File: src/rtl/rf_pkg.sv
// Shared constants, the buffered writeback record and the round-robin helper
// for the register-file write arbiter.
package rf_pkg;

  localparam int DATA_W = 16;
  localparam int ADDR_W = 4;
  localparam int NREGS  = 16;
  localparam int CNT_W  = 2;

  localparam logic [CNT_W-1:0] CNT_MAX = '1;

  typedef struct packed {
    logic [ADDR_W-1:0] addr;
    logic [DATA_W-1:0] data;
  } wb_req_t;

  // The pointer only moves when both requesters competed; it then favours the loser.
  function automatic logic rr_next(input logic rr, input logic contended);
    return contended ? ~rr : rr;
  endfunction

endpackage

File: src/rtl/rf_write_arbiter_if.sv
// Bus between decode / writeback requesters and the write arbiter.
// Handshakes: a transfer happens on a rising edge where valid and ready are both
// high; ready is combinational and valid must not depend on ready.
interface rf_write_arbiter_if;
  import rf_pkg::*;

  logic                  rsv_valid;
  logic [ADDR_W-1:0]     rsv_addr;
  logic                  rsv_ready;
  logic [1:0]            wb_valid;
  logic [2*ADDR_W-1:0]   wb_addr;
  logic [2*DATA_W-1:0]   wb_data;
  logic [1:0]            wb_ready;
  logic                  rf_we;
  logic [ADDR_W-1:0]     rf_waddr;
  logic [DATA_W-1:0]     rf_wdata;
  logic [NREGS-1:0]      busy;
  logic                  err_underflow;

  modport master (
    output rsv_valid, rsv_addr, wb_valid, wb_addr, wb_data,
    input  rsv_ready, wb_ready, rf_we, rf_waddr, rf_wdata, busy, err_underflow
  );

  modport slave (
    input  rsv_valid, rsv_addr, wb_valid, wb_addr, wb_data,
    output rsv_ready, wb_ready, rf_we, rf_waddr, rf_wdata, busy, err_underflow
  );

endinterface

File: src/rtl/rf_pend_counter.sv
// Pending-write counter for one architectural register: counts reservations not
// yet committed, saturates at CNT_MAX, and latches a sticky underflow flag when
// a commit arrives with nothing pending.
module rf_pend_counter
  import rf_pkg::*;
(
  input  logic             clk,
  input  logic             rst,
  input  logic             inc_i,
  input  logic             dec_i,
  output logic [CNT_W-1:0] cnt_o,
  output logic             busy_o,
  output logic             uflow_o
);

  logic [CNT_W-1:0] cnt_q, cnt_d;
  logic             uflow_q, uflow_d;

  // Next count: simultaneous reserve and commit cancel out.
  always_comb begin
    cnt_d   = cnt_q;
    uflow_d = uflow_q;
    if (inc_i && !dec_i) begin
      if (cnt_q != CNT_MAX) cnt_d = cnt_q + 1'b1;
    end else if (dec_i && !inc_i) begin
      if (cnt_q != '0) cnt_d = cnt_q - 1'b1;
      else             uflow_d = 1'b1;
    end
  end

  // Count and sticky flag registers.
  always_ff @(posedge clk) begin
    if (rst) begin
      cnt_q   <= '0;
      uflow_q <= 1'b0;
    end else begin
      cnt_q   <= cnt_d;
      uflow_q <= uflow_d;
    end
  end

  assign cnt_o   = cnt_q;
  assign busy_o  = (cnt_q != '0);
  assign uflow_o = uflow_q;

endmodule

File: src/rtl/rf_write_arbiter.sv
// Shares the single register-file write port between the execute (req0) and
// memory (req1) writebacks, and keeps the per-register pending-write scoreboard.
module rf_write_arbiter
  import rf_pkg::*;
(
  input  logic             clk,
  input  logic             rst,
  rf_write_arbiter_if.slave bus
);

  logic [1:0]        full_q, full_d;
  wb_req_t           buf_q [2];
  wb_req_t           buf_d [2];
  logic              rr_q, rr_d;
  logic [1:0]        grant;
  logic              gnt_any;
  wb_req_t           gnt_req;
  logic              rf_we_q;
  logic [ADDR_W-1:0] rf_waddr_q;
  logic [DATA_W-1:0] rf_wdata_q;
  logic [NREGS-1:0]  inc, dec, busy_w, uflow_w;
  logic [CNT_W-1:0]  cnt [NREGS];

  // One grant per cycle; the rr pointer only breaks ties.
  always_comb begin
    grant = '0;
    if (&full_q) grant[rr_q] = 1'b1;
    else         grant       = full_q;
    gnt_any = |grant;
    gnt_req = buf_q[grant[1]];
  end

  // A buffer granted this cycle frees in time to accept a new writeback.
  assign bus.wb_ready  = ~full_q | grant;
  // At saturation a reservation is only taken if a commit to the same register frees a slot.
  assign bus.rsv_ready = !((cnt[bus.rsv_addr] == CNT_MAX) && !dec[bus.rsv_addr]);

  // Holding buffer and pointer next state.
  always_comb begin
    full_d = full_q;
    buf_d  = buf_q;
    rr_d   = rr_next(rr_q, &full_q);
    for (int i = 0; i < 2; i++) begin
      if (bus.wb_valid[i] && bus.wb_ready[i]) begin
        full_d[i]     = 1'b1;
        buf_d[i].addr = bus.wb_addr[i*ADDR_W +: ADDR_W];
        buf_d[i].data = bus.wb_data[i*DATA_W +: DATA_W];
      end else if (grant[i]) begin
        full_d[i] = 1'b0;
      end
    end
  end

  // Buffers, pointer and the registered write port.
  always_ff @(posedge clk) begin
    if (rst) begin
      full_q     <= '0;
      buf_q[0]   <= '0;
      buf_q[1]   <= '0;
      rr_q       <= 1'b0;
      rf_we_q    <= 1'b0;
      rf_waddr_q <= '0;
      rf_wdata_q <= '0;
    end else begin
      full_q  <= full_d;
      buf_q   <= buf_d;
      rr_q    <= rr_d;
      rf_we_q <= gnt_any;
      if (gnt_any) begin
        rf_waddr_q <= gnt_req.addr;
        rf_wdata_q <= gnt_req.data;
      end
    end
  end

  for (genvar g = 0; g < NREGS; g++) begin : g_cnt
    assign inc[g] = bus.rsv_valid && bus.rsv_ready && (bus.rsv_addr == ADDR_W'(g));
    assign dec[g] = gnt_any && (gnt_req.addr == ADDR_W'(g));

    rf_pend_counter u_cnt (
      .clk     (clk),
      .rst     (rst),
      .inc_i   (inc[g]),
      .dec_i   (dec[g]),
      .cnt_o   (cnt[g]),
      .busy_o  (busy_w[g]),
      .uflow_o (uflow_w[g])
    );
  end

  assign bus.rf_we         = rf_we_q;
  assign bus.rf_waddr      = rf_waddr_q;
  assign bus.rf_wdata      = rf_wdata_q;
  assign bus.busy          = busy_w;
  assign bus.err_underflow = |uflow_w;

endmodule

File: src/flat_wrapper.sv
// flat-port wrapper written by rule: the top's interface ports become plain ports
module rf_write_arbiter_flat import rf_pkg::*;
  (clk, rst, bus_rsv_valid, bus_rsv_addr, bus_wb_valid, bus_wb_addr, bus_wb_data, bus_rsv_ready, bus_wb_ready, bus_rf_we, bus_rf_waddr, bus_rf_wdata, bus_busy, bus_err_underflow);
  rf_write_arbiter_if bus_i ();
  input  logic clk;
  input  logic rst;
  input wire logic [$bits(bus_i.rsv_valid)-1:0] bus_rsv_valid;
  input wire logic [$bits(bus_i.rsv_addr)-1:0] bus_rsv_addr;
  input wire logic [$bits(bus_i.wb_valid)-1:0] bus_wb_valid;
  input wire logic [$bits(bus_i.wb_addr)-1:0] bus_wb_addr;
  input wire logic [$bits(bus_i.wb_data)-1:0] bus_wb_data;
  output wire logic [$bits(bus_i.rsv_ready)-1:0] bus_rsv_ready;
  output wire logic [$bits(bus_i.wb_ready)-1:0] bus_wb_ready;
  output wire logic [$bits(bus_i.rf_we)-1:0] bus_rf_we;
  output wire logic [$bits(bus_i.rf_waddr)-1:0] bus_rf_waddr;
  output wire logic [$bits(bus_i.rf_wdata)-1:0] bus_rf_wdata;
  output wire logic [$bits(bus_i.busy)-1:0] bus_busy;
  output wire logic [$bits(bus_i.err_underflow)-1:0] bus_err_underflow;
  assign bus_i.rsv_valid = bus_rsv_valid;
  assign bus_i.rsv_addr = bus_rsv_addr;
  assign bus_i.wb_valid = bus_wb_valid;
  assign bus_i.wb_addr = bus_wb_addr;
  assign bus_i.wb_data = bus_wb_data;
  assign bus_rsv_ready = bus_i.rsv_ready;
  assign bus_wb_ready = bus_i.wb_ready;
  assign bus_rf_we = bus_i.rf_we;
  assign bus_rf_waddr = bus_i.rf_waddr;
  assign bus_rf_wdata = bus_i.rf_wdata;
  assign bus_busy = bus_i.busy;
  assign bus_err_underflow = bus_i.err_underflow;
  rf_write_arbiter u_core (.clk(clk), .rst(rst), .bus(bus_i));
endmodule
File: config.mk
export PLATFORM = sky130hd
export DESIGN_NAME = rf_write_arbiter_flat
export DESIGN_NICKNAME = d
export VERILOG_FILES = /design/src/rtl/rf_pkg.sv /design/src/rtl/rf_write_arbiter_if.sv /design/src/rtl/rf_pend_counter.sv /design/src/rtl/rf_write_arbiter.sv /design/src/flat_wrapper.sv
export SDC_FILE = /design/constraint.sdc
export NUM_CORES = 1
export LEC_CHECK = 0
export CAP_MARGIN = 10
export CORE_MARGIN = 5
export CORE_UTILIZATION = 45
export CTS_BUF_LIST = sky130_fd_sc_hd__clkbuf_4 sky130_fd_sc_hd__clkbuf_8
export DETAILED_ROUTE_END_ITERATION = 10
export GPL_TIMING_DRIVEN = 1
export MAX_ROUTING_LAYER = met4
export PLACE_DENSITY = 0.68
export SLEW_MARGIN = 20
export SYNTH_ARGS = -nofsm -noshare
export SYNTH_HDL_FRONTEND = slang
export SYNTH_HIERARCHICAL = 1
export SYNTH_SLANG_ARGS = --single-unit
export TNS_END_PERCENT = 50
File: constraint.sdc
create_clock -name clk -period 4.4 [get_ports clk]
set_clock_uncertainty 0.15 [all_clocks]
set_input_delay 1.1 -clock clk [delete_from_list [all_inputs] [get_ports clk]]
set_output_delay 1.1 -clock clk [all_outputs]
set_load 0.01 [all_outputs]
==> metrics.md <==
| Metric | Value |
|---|---|
| Placer Congestion | `0.895` |
| ANT cells | `0` |
| Final period util | `94.9%` |
| VDD IR max | `0.149 mV` |
| EDFF count, synth | `0` |
| Top FF cell, synth | `dfxtp_1` |
| CP required | `3150 ps` |
| CTS Buf Count | `9` |
| Initial antenna violation count | `0` |
| Pins over their slew limit | `0` |
| Setup violators final | `0` |
| Routed Antenna Nets | `0` |
| CP Buf/Inv Count | `3` |
| Most frequent cells in the layout | `nand2_1 (137), dfxtp_1 (112), clkdlybuf4s50_1 (85)` |
| Maximum clock insertion buffer count | `2` |
| First-pass GRT wire length | `24600 um` |
| Worst path slowest cell | `clkdlybuf4s50_1` |
| Placed Cells | `994` |
| Fin cells | `1010` |
| Post-Synthesis Cell Area | `0.00614 mm2` |
| Fin. Hold Viols | `0` |
| Die width | `127 um` |
| Post-Syn Area per Cell | `8.19 um2` |
| MaxCap Viol Count | `0` |
| Layout cell share with drive strength beyond 1 | `9.23%` |
| Vias per cell | `5.39` |
| PD cells | `270 mW/mm2` |
| Area grow syn2layout | `20.8%` |
| # rows | `42` |
| Vias in the first global route | `5231` |
| Synth cell types | `49` |
| Unrepaired setup endpoints after global routing | `false` |
| Startpoint of the worst register-to-register path | `u_core/rr_q$_SDFFE_PP0N_` |
| Final Net Count | `910` |
| Worst slack at placement | `-244 ps` |
| Critical Path Fanout Max | `10` |
| Most common cell after layout, fill and taps aside | `nand2_1` |
| Initial Util | `46.2%` |
| Critical path startpoint category | `input pin` |
| Cts hold-fix bufs | `0` |
| Via count | `5446` |
| Worst Tran Pin Value | `774 ps` |
| Starting DRT DRC Count | `272` |
| Pre-antenna DRT Iters | `7` |
| Number of cells on the critical path | `8` |
| CP top delay family | `buffers and inverters` |
| CTS tree | `yes` |
| Die H | `127 um` |
| Critical-path cell list | `clkdlybuf4s50_1 > buf_4 > nor2b_1 > o21ai_0 > a31oi_1 > o22ai_1 > nand2_1 > dlygate4sd2_1` |
| Routed WL | `15400 um` |
| R2r worst-path depth | `10` |
| Leakage power | `2.60 nW` |
| Crit Path Category | `in -> out` |
| Mapped Cells | `750` |
| Worst Hold Class | `reg -> reg` |
| Die Footprint | `0.0161 mm2` |
| Crit end category | `output pin` |
| Slew HR | `48.4%` |
| CP endpoint | `bus_rsv_ready` |
| CTS HTree Levels | `3` |
| Flop2flop setup slack | `1230 ps` |
| Max Fclk | `240 MHz` |
| Worst Setup Slack, final | `226 ps` |
| CTS Sinks | `112` |
| Post-DP Area | `0.00720 mm2` |
| Hpwl dp | `11500 um` |
| CP arrival | `2920 ps` |
| Finished Cell Area | `0.00742 mm2` |
| CP peak stage delay | `530 ps` |
| FF-to-FF End | `u_core/g_cnt[1].u_cnt/cnt_o[0]$_SDFFE_PP0P_` |
| Share of the yosys chip area belonging to registers | `36.5%` |
| FFs w/ async S/R, synth | `0%` |
| Status | `complete, no violations` |
| Core ar. | `0.0133 mm2` |
| Net count after synthesis | `831` |
| WL per Instance | `15.2 um` |
| Critical Path Start | `bus_rsv_addr[0]` |
| Total global-route track usage | `19.1%` |
| IO Port Bufs | `89` |
| CTS clock-pin slew for the worst setup and hold paths | `110 ps` |
| Synth area leaders | `dfxtp_1 (36%), nand2_1 (8.4%), a21oi_1 (6.8%)` |
| Leading area contributor after synthesis | `dfxtp_1` |
| Clock Latency Late Sink | `400 ps` |
| DR DRC count | `0` |
| Gr ovfl total | `0` |
| Share of the synthesized area in the top cell type | `36.5%` |
| CTS Root Cell | `clkbuf_8` |
| Num ports | `90` |
| Fin crit period | `4170 ps` |
| YS warnings | `6` |
| Register bit count reported by yosys | `112` |
| Pin count of the biggest net entering global routing | `69` |
-- state kept, by name, indices dropped and copies added, names as in the netlist --
register / count
u_core/bus.rf_wdata: 16
u_core/buf_q: 40
u_core/bus.rf_waddr: 4
u_core/bus.rf_we: 1
u_core/full_q: 2
u_core/g_cnt.u_cnt/uflow_o: 16
u_core/rr_q: 1
u_core/g_cnt.u_cnt/cnt_o: 32
-- Yosys cell counts (2+ instances only) --
library cell  count
nand2b_1         18
dfxtp_1         112
and2_1            4
and3_1            4
or2_1            16
nor3b_1           4
nor3_1            4
nand2_1         137
inv_1            39
nor2b_4          16
or3_1             2
nor4_1            5
nor2_1           49
clkbuf_1         25
o2111ai_1         2
nor4bb_1          2
or2_2             2
xnor2_1           2
o211ai_1          5
mux2i_1          35
a21oi_1          83
a32oi_1           2
nor4b_2          16
ha_1             32
nor2b_1           4
o21ai_0          41
a31oi_1           5
nand3_1           9
buf_2             7
or4bb_1           2
nand4_1           5
nand3b_1         19
buf_6             2
a21oi_2          10
o21ai_1          16
-- metrics by stage --
| step | total power, mW | setup TNS (ps) | util (%) | hold WS, ps |
|---|---|---|---|---|
| after floorplan | 1.24 | 0 | - | 282 |
| after global placement | 1.36 | -214 | 54.2 | 292 |
| after detailed placement | 1.36 | -244 | 54.2 | 297 |
| after CTS | 2.02 | 0 | 55.8 | 314 |
| after global routing | 2.09 | 0 | 55.8 | 330 |
| final | 2.00 | 0 | 55.8 | 313 |
-- worst reg2reg max path, stage by stage (launching register included) --
cell and delay [ps]:
dfxtp_1 400, nand2b_1 300, nand2_1 520, o21ai_0 480, nand2_1 240, nor2_1 200, inv_1 70, ha_1 240
nor2b_4 150, mux2i_1 170, a21oi_1 90
-- where the power goes --
| part | total (mW) | internal (mW) | switching, mW | leakage (nW) |
|---|---|---|---|---|
| logic | 0.268 | 0.124 | 0.144 | 1.58 |
| clock network | 0.660 | 0.284 | 0.377 | 0.110 |
| registers | 1.07 | 1.05 | 0.0261 | 0.912 |
| total | 2.00 | 1.45 | 0.547 | 2.60 |
-- worst min-delay path by stage --
stage / slack (ps) / endpoint / startpoint / cells after the start
after floorplan: 280 / u_core/buf_q[16]$_SDFFE_PP0P_ / u_core/buf_q[16]$_SDFFE_PP0P_ / 2
after global placement: 290 / u_core/buf_q[7]$_SDFFE_PP0P_ / u_core/buf_q[7]$_SDFFE_PP0P_ / 2
after detailed placement: 300 / u_core/bus.rf_wdata[9]$_SDFFE_PP0P_ / u_core/bus.rf_wdata[9]$_SDFFE_PP0P_ / 2
after CTS: 310 / u_core/buf_q[23]$_SDFFE_PP0P_ / u_core/buf_q[23]$_SDFFE_PP0P_ / 2
after global routing: 330 / u_core/buf_q[13]$_SDFFE_PP0P_ / u_core/buf_q[13]$_SDFFE_PP0P_ / 2
final: 310 / u_core/buf_q[2]$_SDFFE_PP0P_ / u_core/buf_q[2]$_SDFFE_PP0P_ / 2
-- cells by family (layout without fill, tap and decap cells) --
| family | count (synthesis) | after routing | share of synthesized area, % |
|---|---|---|---|
| xor+xnor | 2 | 2 | 0.285 |
| compound gates | 175 | 175 | 16.2 |
| flops | 112 | 112 | 36.5 |
| buf+inv | 74 | 158 | 4.97 |
| fa+ha+maj | 32 | 32 | 6.52 |
| mux | 35 | 35 | 5.70 |
| simple gates | 320 | 320 | 29.8 |
-- cell type report --
class / instances / area, um2
clock buffer: 10 / 131
clock inverter: 6 / 83.8
fill: 1254 / 5870
inverter: 39 / 146
multi-input combinational: 564 / 3600
sequential: 112 / 2240
tap: 176 / 220
timing repair buffer: 103 / 995
-- metal layers --
layer	vias up	wire, um	global-route usage, %
met5	-	0	-
met4	0	234	6.37
met3	17	797	3.36
met2	164	7550	32.5
met1	2542	6780	23.0
li1	2723	-	-
-- timing repair --
item,CTS,global route
gates resized for setup,1,2
endpoints found under the setup margin,1,1
setup buffers,0,0
hold endpoints to repair,0,0
No activity file was read; power rests on OpenSTA's default activity.
